**src/rtl/instruction_fetch.sv**
```systemverilog
// Single-outstanding-request instruction fetch stage feeding the IF/ID register.
// A one-entry hold buffer absorbs a word that returns while decode is stalled.
module instruction_fetch #(
  parameter logic [31:0] RESET_PC = 32'h0000_0000
) (
  input  logic        clk,
  input  logic        rst_n,
  input  logic        stall,
  input  logic        branch_taken,
  input  logic [31:0] branch_target,
  output logic        imem_req,
  output logic [31:0] imem_addr,
  input  logic        imem_ready,
  input  logic [31:0] imem_rdata,
  output logic [31:0] ifid_instr,
  output logic [31:0] ifid_pc4,
  output logic        ifid_valid
);

  localparam logic [31:0] PC0 = RESET_PC & ~32'h3;

  typedef enum logic [1:0] {IDLE, REQ, HOLD} state_e;

  state_e      state_q, state_d;
  logic [31:0] pc_q, pc_d;
  logic [31:0] instr_q, instr_d;
  logic [31:0] pc4_q, pc4_d;
  logic        valid_q, valid_d;
  logic        redir_q, redir_d;
  logic [31:0] rtgt_q, rtgt_d;
  logic [31:0] hbuf_instr_q, hbuf_instr_d;
  logic [31:0] hbuf_pc4_q, hbuf_pc4_d;
  logic        started_q;

  logic [31:0] tgt;
  logic [31:0] pc_plus4;

  assign tgt      = branch_target & ~32'h3;
  assign pc_plus4 = pc_q + 32'd4;

  always_comb begin
    state_d      = state_q;
    pc_d         = pc_q;
    instr_d      = instr_q;
    pc4_d        = pc4_q;
    valid_d      = valid_q;
    redir_d      = redir_q;
    rtgt_d       = rtgt_q;
    hbuf_instr_d = hbuf_instr_q;
    hbuf_pc4_d   = hbuf_pc4_q;
    imem_req     = 1'b0;
    unique case (state_q)
      IDLE: begin
        if (branch_taken) pc_d = tgt;
        // Stay one extra edge after reset release before the first request.
        if (started_q) state_d = REQ;
      end
      REQ: begin
        imem_req = 1'b1;
        if (branch_taken) begin
          valid_d = 1'b0;
          if (imem_ready) begin
            pc_d    = tgt;
            redir_d = 1'b0;
          end else begin
            redir_d = 1'b1;
            rtgt_d  = tgt;
          end
        end else if (imem_ready) begin
          if (redir_q) begin
            valid_d = 1'b0;
            pc_d    = rtgt_q;
            redir_d = 1'b0;
          end else if (!stall) begin
            instr_d = imem_rdata;
            pc4_d   = pc_plus4;
            valid_d = 1'b1;
            pc_d    = pc_plus4;
          end else begin
            hbuf_instr_d = imem_rdata;
            hbuf_pc4_d   = pc_plus4;
            state_d      = HOLD;
          end
        end else if (!stall) begin
          valid_d = 1'b0;
        end
      end
      HOLD: begin
        if (branch_taken) begin
          valid_d      = 1'b0;
          pc_d         = tgt;
          hbuf_instr_d = 32'h0;
          hbuf_pc4_d   = 32'h0;
          state_d      = REQ;
        end else if (!stall) begin
          instr_d = hbuf_instr_q;
          pc4_d   = hbuf_pc4_q;
          valid_d = 1'b1;
          pc_d    = hbuf_pc4_q;
          state_d = REQ;
        end
      end
      default: state_d = IDLE;
    endcase
  end

  always_ff @(posedge clk or negedge rst_n) begin
    if (!rst_n) begin
      state_q      <= IDLE;
      pc_q         <= PC0;
      instr_q      <= 32'h0;
      pc4_q        <= 32'h0;
      valid_q      <= 1'b0;
      redir_q      <= 1'b0;
      rtgt_q       <= 32'h0;
      hbuf_instr_q <= 32'h0;
      hbuf_pc4_q   <= 32'h0;
      started_q    <= 1'b0;
    end else begin
      state_q      <= state_d;
      pc_q         <= pc_d;
      instr_q      <= instr_d;
      pc4_q        <= pc4_d;
      valid_q      <= valid_d;
      redir_q      <= redir_d;
      rtgt_q       <= rtgt_d;
      hbuf_instr_q <= hbuf_instr_d;
      hbuf_pc4_q   <= hbuf_pc4_d;
      started_q    <= 1'b1;
    end
  end

  assign imem_addr  = pc_q;
  assign ifid_instr = instr_q;
  assign ifid_pc4   = pc4_q;
  assign ifid_valid = valid_q;

endmodule

```
**config.mk**
```make
export PLATFORM = sky130hd
export DESIGN_NAME = instruction_fetch
export DESIGN_NICKNAME = d
export VERILOG_FILES = /design/src/rtl/instruction_fetch.sv
export SDC_FILE = /design/constraint.sdc
export NUM_CORES = 1
export LEC_CHECK = 0
export CAP_MARGIN = 20
export CORE_ASPECT_RATIO = 1.5
export CORE_MARGIN = 5
export CORE_UTILIZATION = 64
export DETAILED_ROUTE_END_ITERATION = 8
export DONT_BUFFER_PORTS = 1
export PLACE_DENSITY = 0.88
export SYNTH_ARGS = -nofsm -noshare
export SYNTH_HDL_FRONTEND = slang
export SYNTH_SLANG_ARGS = --single-unit
```
**constraint.sdc**
```tcl
create_clock -name clk -period 2.7 [get_ports clk]
set_input_delay 0.54 -clock clk [delete_from_list [all_inputs] [get_ports clk]]
set_output_delay 0.54 -clock clk [all_outputs]
set_load 0.03 [all_outputs]
```
==> summary.md, run 1 <==
| Metric | Value |
|---|---|
| Final net count | `1068` |
| DPL Wire Length | `20.1 mm` |
| Fin crit share | `91.5%` |
| # IOs | `167` |
| Global-route wire length before repair | `47.8 mm` |
| Crit path time final | `2470 ps` |
| Antenna diode count | `0` |
| Clock Tree Buf Depth | `2` |
| Worst VDD drop | `0.768 mV` |
| Maximum number of pins on one net before global-route repair | `196` |
| Fraction of registers with async set/reset | `100%` |
| Syn Nets | `1064` |
| Post-Syn Area | `9960 um2` |
| Setup violators final | `0` |
| Reg clk slew, reported paths | `80 ps` |
| Inserted Clock Buffers | `17` |
| Critical Path End Type | `flop` |
| Die width | `112 um` |
| Hold Path Class | `in2async` |
| RSZ-0062 raised after global routing | `no` |
| Syn_area_per_cell | `10.1 um2` |
| Yosys warns | `0` |
| Final WS setup | `229 ps` |
| Pwr/cell area | `1320 nW/um2` |
| Hold Violations, Final | `195` |
| Register bit total from synthesis | `195` |
| CTS sink count | `195` |
| Pre-CTS WS | `98.4 ps` |
| Status | `finished, violations left` |
| Postcts setup bufs | `0` |
| CP startpoint kind | `flop` |
| DR iter-0 viols | `1069` |
| Initial Utilization | `64.3%` |
| Crit Path Max Fanout | `12` |
| CTS H-Tree Depth | `4` |
| Clk_skew | `11.4 ps` |
| Syn Inst Count | `990` |
| Final GP Congestion | `0.991` |
| Slew Limit Headroom | `51.5%` |
| Share of layout cells above drive strength 1 | `15.0%` |
| Worst Tran Pin Value | `722 ps` |
| Vias/cell | `7.05` |
| DRC errors left | `0` |
| Global Route Usage Sum | `33.2%` |
| DR vias | `8529` |
| WL/cell | `24.6 um` |
| CTS tree | `built` |
| Skew-Pair Late Insertion Delay | `440 ps` |
| Reg2Reg Launch Point | `state_q[1]` |
| Die ar. | `18200 um2` |
| Max-slew violation count | `0` |
| Post-synth cell types | `79` |
| Final Util | `71.2%` |
| Setup TNS | `0 ps` |
| Max_cap viols | `0` |
| Sequential fraction of the synthesis area | `49.0%` |
| Port bufs | `0` |
| Total power draw | `0.0145 W` |
| Worst reg2reg setup slack | `230 ps` |
| Failing checks | `negative hold slack` |
| Core Rows | `56` |
| P&R area growth vs syn | `10.6%` |
| DR pass1 iterations | `6` |
| Top FF cell, synth | `dfrtp_1` |
| P_leak | `4.70 nW` |
| Fillers | `1109` |
| Placeable Area | `15500 um2` |
| Post-synth EDFFs | `0` |
| Hold_ws | `-213 ps` |
| Vias in the first global route | `8789` |
| Die height | `163 um` |
| Critical path arrival | `2810 ps` |
| Worst setup path start | `state_q[1]` |
| WL final | `29.8 mm` |
| Crit path required time | `3040 ps` |
| Max Clk Rate | `405 MHz` |
| Post-route ant nets | `0` |
| Initial antenna violation count | `1` |
| Root buf cell | `clkbuf_16` |
| Global route overflow | `0` |
| WS Path Type | `reg2reg` |
## layout by cell type (no fill, tap or decap), drive strengths merged, types with 9 or more instances in the layout
cell type  Yosys  final
xor2          12     12
inv            8     14
mux2i         43     43
xnor2         14     14
nand2        130    130
a22o          55     55
and4           9      9
o21ai        109    109
clkbuf        53     17
mux2          34     34
o211ai        16     16
a21oi         25     25
o221ai         9      9
nand3         33     33
nand4         19     19
nor2          34     34
dfrtp        195    195
nor3          19     19
buf           26     64
## routing by layer
metal	GRT usage [%]	routed length, um
met1	38.1	10200
met2	54.1	14300
met3	10.7	3380
met4	20.2	1840
met5	0	13
## power breakdown
group / total [W] / internal, W / switching (W)
sequential: 0.00622 / 0.00421 / 0.00201
combinational: 0.00572 / 0.00226 / 0.00347
clock: 0.00257 / 0.00132 / 0.00125
## path summary, 6_finish.rpt
path	endpoint	depth (start not counted)
max in group asynchronous	imem_addr[10]	0
worst max register to register	imem_addr[21]	8
worst max-delay path	imem_addr[21]	8
min in group clk	redir_q	1
worst min register to register	rtgt_q[9]	1
worst min-delay path	ifid_instr[3]	0
## critical path, cell delays in order (launching register included)
cell and delay (ps):
dfrtp_1 450, inv_1 110, ha_1 210, buf_4 200, or2_2 270, a21o_1 560
a22oi_1 170, and3_1 220, a311oi_1 190
## synthesized netlist by cell type (4+ instances only)
cell type	instances	area, um2
o21bai_1	7	52.6
o21ai_0	106	531
a31oi_1	4	25.0
nand2b_1	8	50.1
a21o_1	6	45.0
buf_1	8	30.0
o22a_1	5	43.8
o211ai_1	15	113
nor2b_1	5	31.3
a22oi_1	8	60.1
xor2_1	12	105
o221ai_1	9	78.8
a221oi_1	7	61.3
a32oi_1	4	35.0
mux2_2	34	383
clkbuf_1	53	199
inv_1	7	26.3
and4_1	9	78.8
nand3_1	33	165
and3_1	7	43.8
nand4_1	16	100
ha_1	5	62.6
a21oi_1	25	125
o21a_1	4	30.0
nand2_1	130	488
xnor2_1	14	123
dfrtp_1	195	4880
mux2i_1	43	430
a32o_1	7	70.1
nor4_1	6	37.5
or3_1	4	25.0
and2_1	6	37.5
a22o_1	55	482
buf_2	14	70.1
or4_1	4	30.0
nor2_1	33	124
nor3_1	19	95.1
## layout make-up
class                   count  area [um2]  share of cell area, %
repair buffers             64         509                   4.62
flip-flops and latches    195        4880                   44.3
clock inverters            14         170                   1.54
clock buffers              17         425                   3.86
well taps                 203         254                   2.30
multi-input cells         707        4750                   43.1
inverters                   9        33.8                  0.307
## repair_timing
item | in CTS | in global routing
resized for setup | 0 | 1
setup endpoints to repair | 0 | 51
endpoints found under the hold margin | 195 | 195
## cell families (layout without fill, tap and decap cells)
family / Yosys count / in the layout / share of synthesized area (%)
fa+ha+maj: 5 / 5 / 0.628
compound gates: 302 / 302 / 21.2
simple gates: 296 / 296 / 15.0
xor+xnor: 26 / 26 / 2.29
flops: 195 / 195 / 49.0
mux: 77 / 77 / 8.16
other cells: 1 / 1 / 0.0376
buf+inv: 88 / 104 / 3.72
## per-stage QoR
step                      cells  instance area, um2
after CTS                  1209               11000
after global routing       1209               11000
after detailed placement   1178               10400
final                      1209               11000
after global placement     1178               10400
after floorplan             990                9960
## state kept, by name, summed over array words and instances, names as in the netlist
name and flops:
ifid_pc4 32, state_q 2, redir_q 1, ifid_instr 32
hbuf_pc4_q 32, imem_addr 32, ifid_valid 1, started_q 1
hbuf_instr_q 32, rtgt_q 30
(Power assumes the default switching activity.)
==> run 2, diff against run 1 <==
Settings changed: CORE_MARGIN 5 to 1.5.
==> run 2 against run 1 <==
The run still ends with negative hold slack left. Clock skew is 3.3 ps higher. Register-to-register slack better by 20 ps. Combinational power is 1% lower. Wire length is 6.9% lower. Non-clock buffer count is 9 lower. Sequential share of layout area is 0.35 points higher. Worst hold slack better by 11 ps. Worst setup slack better by 23 ps. Power is 1.5% lower. Sequential power hardly changed. Fmax is 0.94% higher. Global-route usage is 1.1 points higher.
==> summary.md, run 2 (same netlist as run 1, synthesis figures left out) <==
| Metric | Value |
|---|---|
| DR pass1 iterations | `8 (+2)` |
| Setup violators final | `0 (unchanged)` |
| CTS H-Tree Depth | `4 (unchanged)` |
| Initial antenna violation count | `0 (-1)` |
| Global route overflow | `0 (unchanged)` |
| WS Path Type | `reg2reg` |
| Die ar. | `16300 um2 (-10%)` |
| Setup TNS | `0 ps (unchanged)` |
| CTS sink count | `195 (unchanged)` |
| Antenna diode count | `0 (unchanged)` |
| Initial Utilization | `65.8% (+1.5 points)` |
| Final GP Congestion | `0.952 (-3.9%)` |
| Max_cap viols | `0 (unchanged)` |
| Die width | `105 um (-6.3%)` |
| Final net count | `1059 (-0.84%)` |
| Skew-Pair Late Insertion Delay | `440 ps (about the same)` |
| Critical Path End Type | `flop` |
| Clock Tree Buf Depth | `2 (unchanged)` |
| P&R area growth vs syn | `9.74%` |
| P_sw | `0.00660 W (-1.9%)` |
| Global-route wire length before repair | `43.7 mm (-8.5%)` |
| CP peak stage delay | `530 ps (-30 ps)` |
| Most frequent cells in the layout | `195 x dfrtp_1, 130 x nand2_1, 106 x o21ai_0` |
| Cell Chain, Critical Path | `inv_1 -> ha_1 -> clkinv_1 -> buf_4 -> a21o_1 -> a221oi_1 -> a31oi_1` |
| Reg clk slew, reported paths | `70 ps (about the same)` |
| DRC errors left | `0 (unchanged)` |
| CTS tree | `built` |
| Fillers | `1085 (-2.2%)` |
| DR vias | `8358 (-2.0%)` |
| Pwr/cell area | `1310 nW/um2 (-0.68%)` |
| Max-slew violation count | `0 (unchanged)` |
| Postcts setup bufs | `0 (unchanged)` |
| Failing checks | `negative hold slack` |
| Vias in the first global route | `8259 (-6.0%)` |
| P_leak | `4.65 nW (-1.2%)` |
| Core Rows | `55 (-1.8%)` |
| Worst Tran Pin Value | `754 ps (+32.2 ps)` |
| DPL Wire Length | `18.8 mm (-6.1%)` |
| DR iter-0 viols | `998 (-6.6%)` |
| Vias/cell | `6.98 (-1.0%)` |
| # IOs | `167 (unchanged)` |
| Status | `finished, violations left` |
| Slowest CP cell | `ha_1` |
| Crit path time final | `2450 ps (-23.0 ps)` |
| Total power draw | `0.0143 W (-1.5%)` |
| RSZ-0062 raised after global routing | `no` |
| Die height | `156 um (-4.3%)` |
| Crit Path Max Fanout | `12 (unchanged)` |
| Global Route Usage Sum | `34.3% (+1.1 points)` |
| Slew Limit Headroom | `49.7% (-1.7 points)` |
| Inserted Clock Buffers | `17 (unchanged)` |
| Hold Violations, Final | `195 (unchanged)` |
| WL final | `27.7 mm (-6.9%)` |
| Placeable Area | `15100 um2 (-2.2%)` |
| Hold_ws | `-202 ps (+10.9 ps)` |
| Crit path required time | `3010 ps (-30 ps)` |
| Post-route ant nets | `0 (unchanged)` |
| Fin crit share | `90.7% (-0.85 points)` |
| Comb pwr share | `39.4% (about the same)` |
| Root buf cell | `clkbuf_16` |
| CP startpoint kind | `flop` |
| Internal power | `0.00770 W (-1.1%)` |
| Maximum number of pins on one net before global-route repair | `196 (unchanged)` |
| Port bufs | `0 (unchanged)` |
| Max Clk Rate | `409 MHz (+0.94%)` |
| Clk_skew | `14.7 ps (+3.25 ps)` |
| Clock network power share | `16.9% (-0.8 points)` |
| Most common cell after layout, fill and taps aside | `dfrtp_1` |
| Worst VDD drop | `0.878 mV (+14%)` |
| Share of layout cells above drive strength 1 | `14.2% (-0.78 points)` |
| WL/cell | `23.2 um (-6.0%)` |
| Hold Path Class | `in2async` |
| Flop pwr share | `43.6% (+0.7 points)` |
| Critical path arrival | `2750 ps (-60 ps)` |
| Switching Fraction | `46.2% (-0.21 points)` |
## run 2: cell count changes in the layout (fill, tap and decap cells not counted), moves of 2 or more
cell / change
buf_12: +2
buf_4: -10
inv_6: +4
inv_8: -4
## run 2: final timing paths
| kind | from | to | slack (ps) | cells after the start |
|---|---|---|---|---|
| worst min register to register | rtgt_q[28] | rtgt_q[28] | 500 | 1 |
| worst max register to register | state_q[1] | imem_addr[12] | 250 | 7 |
| max in group asynchronous | rst_n | state_q[0] | 2500 | 0 |
| worst min-delay path | rst_n | hbuf_pc4_q[23] | -200 | 0 |
| min in group clk | imem_ready | redir_q | 190 | 1 |
| worst max-delay path | state_q[1] | imem_addr[12] | 250 | 7 |
## run 2: power by group through the flow
| stage | sequential (W) | clock [W] | combinational [W] |
|---|---|---|---|
| global placement | 0.00618 | 0 | 0.00533 |
| floorplan | 0.00632 | 0 | 0.00364 |
| finish | 0.00624 | 0.00242 | 0.00564 |
| CTS | 0.00620 | 0.00245 | 0.00554 |
| detailed placement | 0.00625 | 0 | 0.00551 |
| global route | 0.00638 | 0.00257 | 0.00607 |
## run 2: worst max-delay path: cells and delay by family (launching register included)
kind,cells,cell delay [ps]
compound gates,3,860
fa+ha+maj,1,530
buf+inv,3,510
flops,1,430
## run 2: metal layers
layer | wire length (um) | track usage, %
met4 | 1680 | 19.5
met2 | 13100 | 55.6
met5 | 0 | 0
met1 | 10100 | 41.3
met3 | 2900 | 9.36
## run 2: cell type report
cell class	instances	area, um2	share of cell area (%)
multi-input cells	707	4750	43.4
repair buffers	55	463	4.23
flip-flops and latches	195	4880	44.6
clock inverters	13	118	1.08
well taps	199	249	2.28
inverters	9	33.8	0.309
clock buffers	19	443	4.05
## run 2: per-stage QoR
step	hold slack (ps)	utilization (%)	area, um2	cells	setup slack [ps]
2_1_floorplan	244	-	9960	990	377
3_3_place_gp	250	68.5	10400	1165	386
3_5_place_dp	250	68.5	10400	1165	349
4_1_cts	-213	72.2	10900	1197	332
5_1_grt	-219	72.2	10900	1197	172
6_report	-202	72.2	10900	1197	252
## run 2: what timing repair did
action | CTS | global route
gates resized for setup | 0 | 0
endpoints found under the hold margin | 195 | 195
endpoints found under the setup margin | 0 | 0
==> run 3, diff against run 2 <==
Settings changed: CORE_MARGIN 1.5 to 3, PLACE_DENSITY 0.88 to 0.79.
==> run 3 against run 2 <==
The run still ends with negative hold slack left. Non-clock buffer count increased by 15. Wire length increased by 5.6%. Fmax shrank 4.9%. Cell count up 1.3%. Worst setup slack got worse by 130 ps. Via count hardly changed. Combinational power increased by 3%. Critical path depth decreased by 1. Clock skew fell by 5.5 ps. Sequential power is 1% lower. Register-to-register slack lost 130 ps. Highest routed layer unchanged.
==> summary.md, run 3 (same netlist as run 1, synthesis figures left out) <==
| Metric | Value |
|---|---|
| Vias/cell | `6.89 (-1.3%)` |
| Die width | `108 um (+2.9%)` |
| Placeable Area | `15100 um2 (unchanged)` |
| CP startpoint kind | `flop` |
| Global route overflow | `0 (unchanged)` |
| CTS sink count | `195 (unchanged)` |
| Cell mode on critical path | `buf_4` |
| Failing checks | `negative hold slack` |
| Postcts setup bufs | `0 (unchanged)` |
| Antenna diode count | `0 (unchanged)` |
| FF+latch area | `4880 um2 (unchanged)` |
| Pwr/cell area | `1310 nW/um2 (+0.50%)` |
| P&R area growth vs syn | `11.0%` |
| Inserted Clock Buffers | `17 (unchanged)` |
| Final WS setup | `127 ps (-125 ps)` |
| DPL Wire Length | `19.8 mm (+5.1%)` |
| Slew Limit Headroom | `58.9% (+9.2 points)` |
| Pre-CTS WS | `181 ps (-168 ps)` |
| Worst VDD drop | `0.691 mV (-21%)` |
| RSZ-0062 raised after global routing | `no` |
| Most common cell after layout, fill and taps aside | `dfrtp_1` |
| DR iter-0 viols | `796 (-20%)` |
| CTS H-Tree Depth | `4 (unchanged)` |
| WS Path Type | `reg2reg` |
| Final net count | `1074 (+1.4%)` |
| Crit Path Max Fanout | `43 (+31)` |
| DR vias | `8350 (-0.096%)` |
| Global Route Usage Sum | `35.0% (+0.68 points)` |
| Setup TNS | `0 ps (unchanged)` |
| Cell Chain, Critical Path | `inv_1 -> ha_4 -> buf_4 -> buf_4 -> mux2i_1 -> o21ai_0` |
| Fin crit share | `95.3% (+4.6 points)` |
| Crit path required time | `2980 ps (-30 ps)` |
| P_leak | `4.71 nW (+1.4%)` |
| Hold Path Class | `in2async` |
| Maximum number of pins on one net before global-route repair | `196 (unchanged)` |
| Final GP Congestion | `0.968 (+1.6%)` |
| Initial antenna violation count | `0 (unchanged)` |
| Critical path arrival | `2860 ps (+110 ps)` |
| Setup violators final | `0 (unchanged)` |
| Max Clk Rate | `389 MHz (-4.9%)` |
| DRC errors left | `0 (unchanged)` |
| Slowest CP cell | `buf_4` |
| Share of layout cells above drive strength 1 | `15.4% (+1.2 points)` |
| Post-route ant nets | `0 (unchanged)` |
| Most frequent cells in the layout | `195 x dfrtp_1, 130 x nand2_1, 106 x o21ai_0` |
| Hold_ws | `-215 ps (-13.2 ps)` |
| DR pass1 iterations | `6 (-2)` |
| Reg clk slew, reported paths | `70 ps (about the same)` |
| Die ar. | `17100 um2 (+4.8%)` |
| Fillers | `1126 (+3.8%)` |
| # IOs | `167 (unchanged)` |
| Initial Utilization | `65.8% (unchanged)` |
| CP peak stage delay | `570 ps (+40 ps)` |
| Global-route wire length before repair | `46.5 mm (+6.4%)` |
| Crit path time final | `2570 ps (+125 ps)` |
| Die height | `159 um (+1.9%)` |
| Multi-input logic area | `4750 um2 (about the same)` |
| Status | `finished, violations left` |
| Clk_skew | `9.12 ps (-5.54 ps)` |
| Skew-Pair Late Insertion Delay | `440 ps (about the same)` |
| Critical Path End Type | `flop` |
| Vias in the first global route | `8714 (+5.5%)` |
| Max-slew violation count | `0 (unchanged)` |
| Root buf cell | `clkbuf_16` |
| WL/cell | `24.2 um (+4.3%)` |
| WL final | `29.3 mm (+5.6%)` |
| Clock Tree Buf Depth | `2 (unchanged)` |
| Hold Violations, Final | `195 (unchanged)` |
| Max_cap viols | `0 (unchanged)` |
| CTS tree | `built` |
| Port bufs | `0 (unchanged)` |
| Worst Tran Pin Value | `616 ps (-138 ps)` |
| Core Rows | `55 (unchanged)` |
run 3: changes by cell type in the layout (fill, tap and decap cells not counted):
cell	previous run	this run
bufinv_16	0	2
a2111oi_0	2	1
buf_4	51	67
inv_8	1	0
clkbuf_8	1	3
clkinv_4	3	1
a2111oi_1	0	1
clkinv_8	1	0
clkinvlp_4	2	4
clkbuf_1	1	2
buf_6	0	1
buf_12	4	2
inv_6	5	2
run 3: final cells by class:
| type | count | share of cell area, % |
|---|---|---|
| clock buffers | 22 | 4.29 |
| inverters | 9 | 0.305 |
| flip-flops and latches | 195 | 44.1 |
| repair buffers | 70 | 5.01 |
| well taps | 199 | 2.25 |
| multi-input cells | 707 | 42.9 |
| clock inverters | 10 | 1.10 |
run 3: path summary, 6_finish.rpt:
kind,from,end,slack (ps),cells past startpoint
worst max-delay path,state_q[0],ifid_instr[18],130,6
worst min-delay path,rst_n,ifid_instr[2],-220,0
worst max register to register,state_q[0],ifid_instr[18],130,6
worst min register to register,rtgt_q[18],rtgt_q[18],500,1
max in group asynchronous,rst_n,imem_addr[17],2670,0
min in group clk,imem_ready,redir_q,190,1
run 3: layer usage:
| metal | track usage [%] | vias to the layer above | share of wire [%] |
|---|---|---|---|
| met5 | 0 | - | 0 |
| met4 | 18.0 | 0 | 4.8 |
| met3 | 10.2 | 122 | 9.1 |
| met2 | 58.7 | 439 | 51 |
| met1 | 39.9 | 4105 | 35 |
| li1 | - | 3684 | - |
run 3: critical path: cells and delay by family, from the launching register on:
family                   cells  cell delay [ps]
buffers and inverters        3             1170
adder cells (fa/ha/maj)      1              410
flip-flops                   1              400
multiplexers                 1              280
AO/OA/AOI/OAI                1              130
run 3: repair_timing:
| item | in CTS | in global routing |
|---|---|---|
| resized for setup | 0 | 2 |
| endpoints found under the hold margin | 195 | 195 |
| setup endpoints to repair | 0 | 2 |
run 3: where the power goes:
group | switching (W) | leakage [nW] | total, W | internal, W
Sequential | 0.00196 | 2.46 | 0.00617 | 0.00421
Combinational | 0.00348 | 1.97 | 0.00580 | 0.00232
Clock | 0.00113 | 0.279 | 0.00258 | 0.00144
run 3: through the flow:
step	cells	utilization (%)	area [um2]	power, W	hold WS [ps]
floorplan	990	-	9960	0.00996	244
global placement	1179	69.0	10400	0.0116	249
detailed placement	1180	69.1	10500	0.0119	250
CTS	1212	73.0	11100	0.0145	-223
global route	1212	73.1	11100	0.0154	-233
finish	1212	73.1	11100	0.0145	-215
==> variant (settings of run 2) <==
Re-encode `state_e` (3 states) as one-hot, 3 bits wide.
--- a/src/rtl/instruction_fetch.sv
+++ b/src/rtl/instruction_fetch.sv
@@ -21,3 +21,3 @@
 
-  typedef enum logic [1:0] {IDLE, REQ, HOLD} state_e;
+  typedef enum logic [2:0] {IDLE = 3'b001, REQ = 3'b010, HOLD = 3'b100} state_e;
 
Behaviour: same outputs for any inputs over 4 cycles, from zero or initial values and one cycle with rst_n low; so few cycles prove little.
==> variant against run 2 <==
- the run still ends with negative hold slack left
- design area fell by 1.6%
- setup slack got worse by 0.038 ns
- routed wire length rose by 1.4%
- first-iteration DRC count fell by 37%
- sequential cell count rose by 1
- total power fell by 7.9%
- synthesized cell count rose by 0.30%
- maximum frequency fell by 1.5%
- area after synthesis fell by 3.9%
==> variant: results <==
[placed_design]
dpl.cell_count = 1182
dp_slack_ns = 0.341
dp_hpwl_mm = 18.8

[pwr]
peakVddDrop_uv = 665
comb_power_share_pct = 31.8
leakage_uw = 0.00471
p_int_uw = 7520
power_frac_seq_pct = 47.4

[logic_synthesis]
synthCells = 993
synth_fp_nets = 1063
yosysUniqueCellTypes = 65
ys_top_cells_by_count = "195 x dfrtp_1, 155 x nand2_1, 81 x nor2_1"
synth.area.top_cells = "dfrtp_1 51%, nand2_1 6.1%, a22o_1 5.2%"
yosysSeqAreaShare_pct = 51.3

[timing]
fin_worst_skew_ns = 0.0140
hold_viol_final = 196
hold_slack_ns = -0.202
min_period_ns = 2.49
tightestPinTransition_ns = 0.632

[run_status]
status = "complete, but fails checks"
failed_checks = "negative hold slack"

[drt]
wl_met1_mm = 10.1
highest_layer = "met5"
route.met3.wl_mm = 2.56
num_vias = 8304
wl_per_cell_um = 23.1
wl_met2_mm = 13.8
drt_first_pass_iters = 5

[global_route]
grt_pass1_vias = 8396
grt_usage_pct = 36.5
antenna_found_initial = 1
grt_use_met2_pct = 60.1
grt_pass1_wl_mm = 43.8
use_met3_pct = 8.76

[setup_path]
worstPathArrival_ns = 2.82
cp_slowest_cell = "dfrtp_1"
reg2reg_slack_ns = 0.21
cp_max_fo = 11

[final_layout]
drive_above_1_share_pct = 14.6
[variant: cell count changes in the layout (fill, tap and decap cells not counted), moves of 8 or more]
cell and change:
mux2i_1 -39, buf_4 +11, nor2_1 +49, nand2_1 +24, nor3_1 -8, a31oi_1 +41
o21ai_0 -38
[variant: logic make-up after synthesis]
logic type,count (synthesis),synth area share [%]
AOI/OAI and AO/OA,295,21.4
xor gates and xnor gates,25,2.29
adders and majority gates,1,0.131
buffers and inverters,86,3.61
DFF,196,51.3
muxes,34,3.95
other,1,0.0392
and+or+nand+nor,355,17.3
[variant: final timing paths]
path | end | depth (start not counted) | start
setup / recovery | ifid_pc4[25]$_DFFE_PN0P_ | 7 | state_q[1]$_DFFE_PN0P_
hold / removal | hbuf_pc4_q[30]$_DFFE_PN0P_ | 0 | rst_n
setup reg to reg | ifid_pc4[25]$_DFFE_PN0P_ | 7 | state_q[1]$_DFFE_PN0P_
hold reg to reg | hbuf_instr_q[31]$_DFFE_PN0P_ | 1 | hbuf_instr_q[31]$_DFFE_PN0P_
max in group asynchronous | imem_addr[2]$_DFFE_PN0P_ | 0 | rst_n
min in group clk | redir_q$_DFFE_PN0P_ | 1 | imem_ready
[variant: cell type report]
| type | instances | area, µm² |
|---|---|---|
| fillers | 1057 | 3840 |
| multi-input cells | 711 | 4360 |
| well taps | 196 | 245 |
| clock inverters | 15 | 210 |
| flip-flops and latches | 196 | 4910 |
| clock buffers | 17 | 425 |
| inverters | 12 | 45.0 |
| repair buffers | 67 | 566 |
[variant: per-stage QoR]
| stage | hold slack [ns] | power, µW |
|---|---|---|
| floorplan | 0.244 | 8920 |
| global placement | 0.250 | 10200 |
| detailed placement | 0.249 | 10400 |
| CTS | -0.211 | 13100 |
| global route | -0.219 | 13800 |
| finish | -0.202 | 13200 |
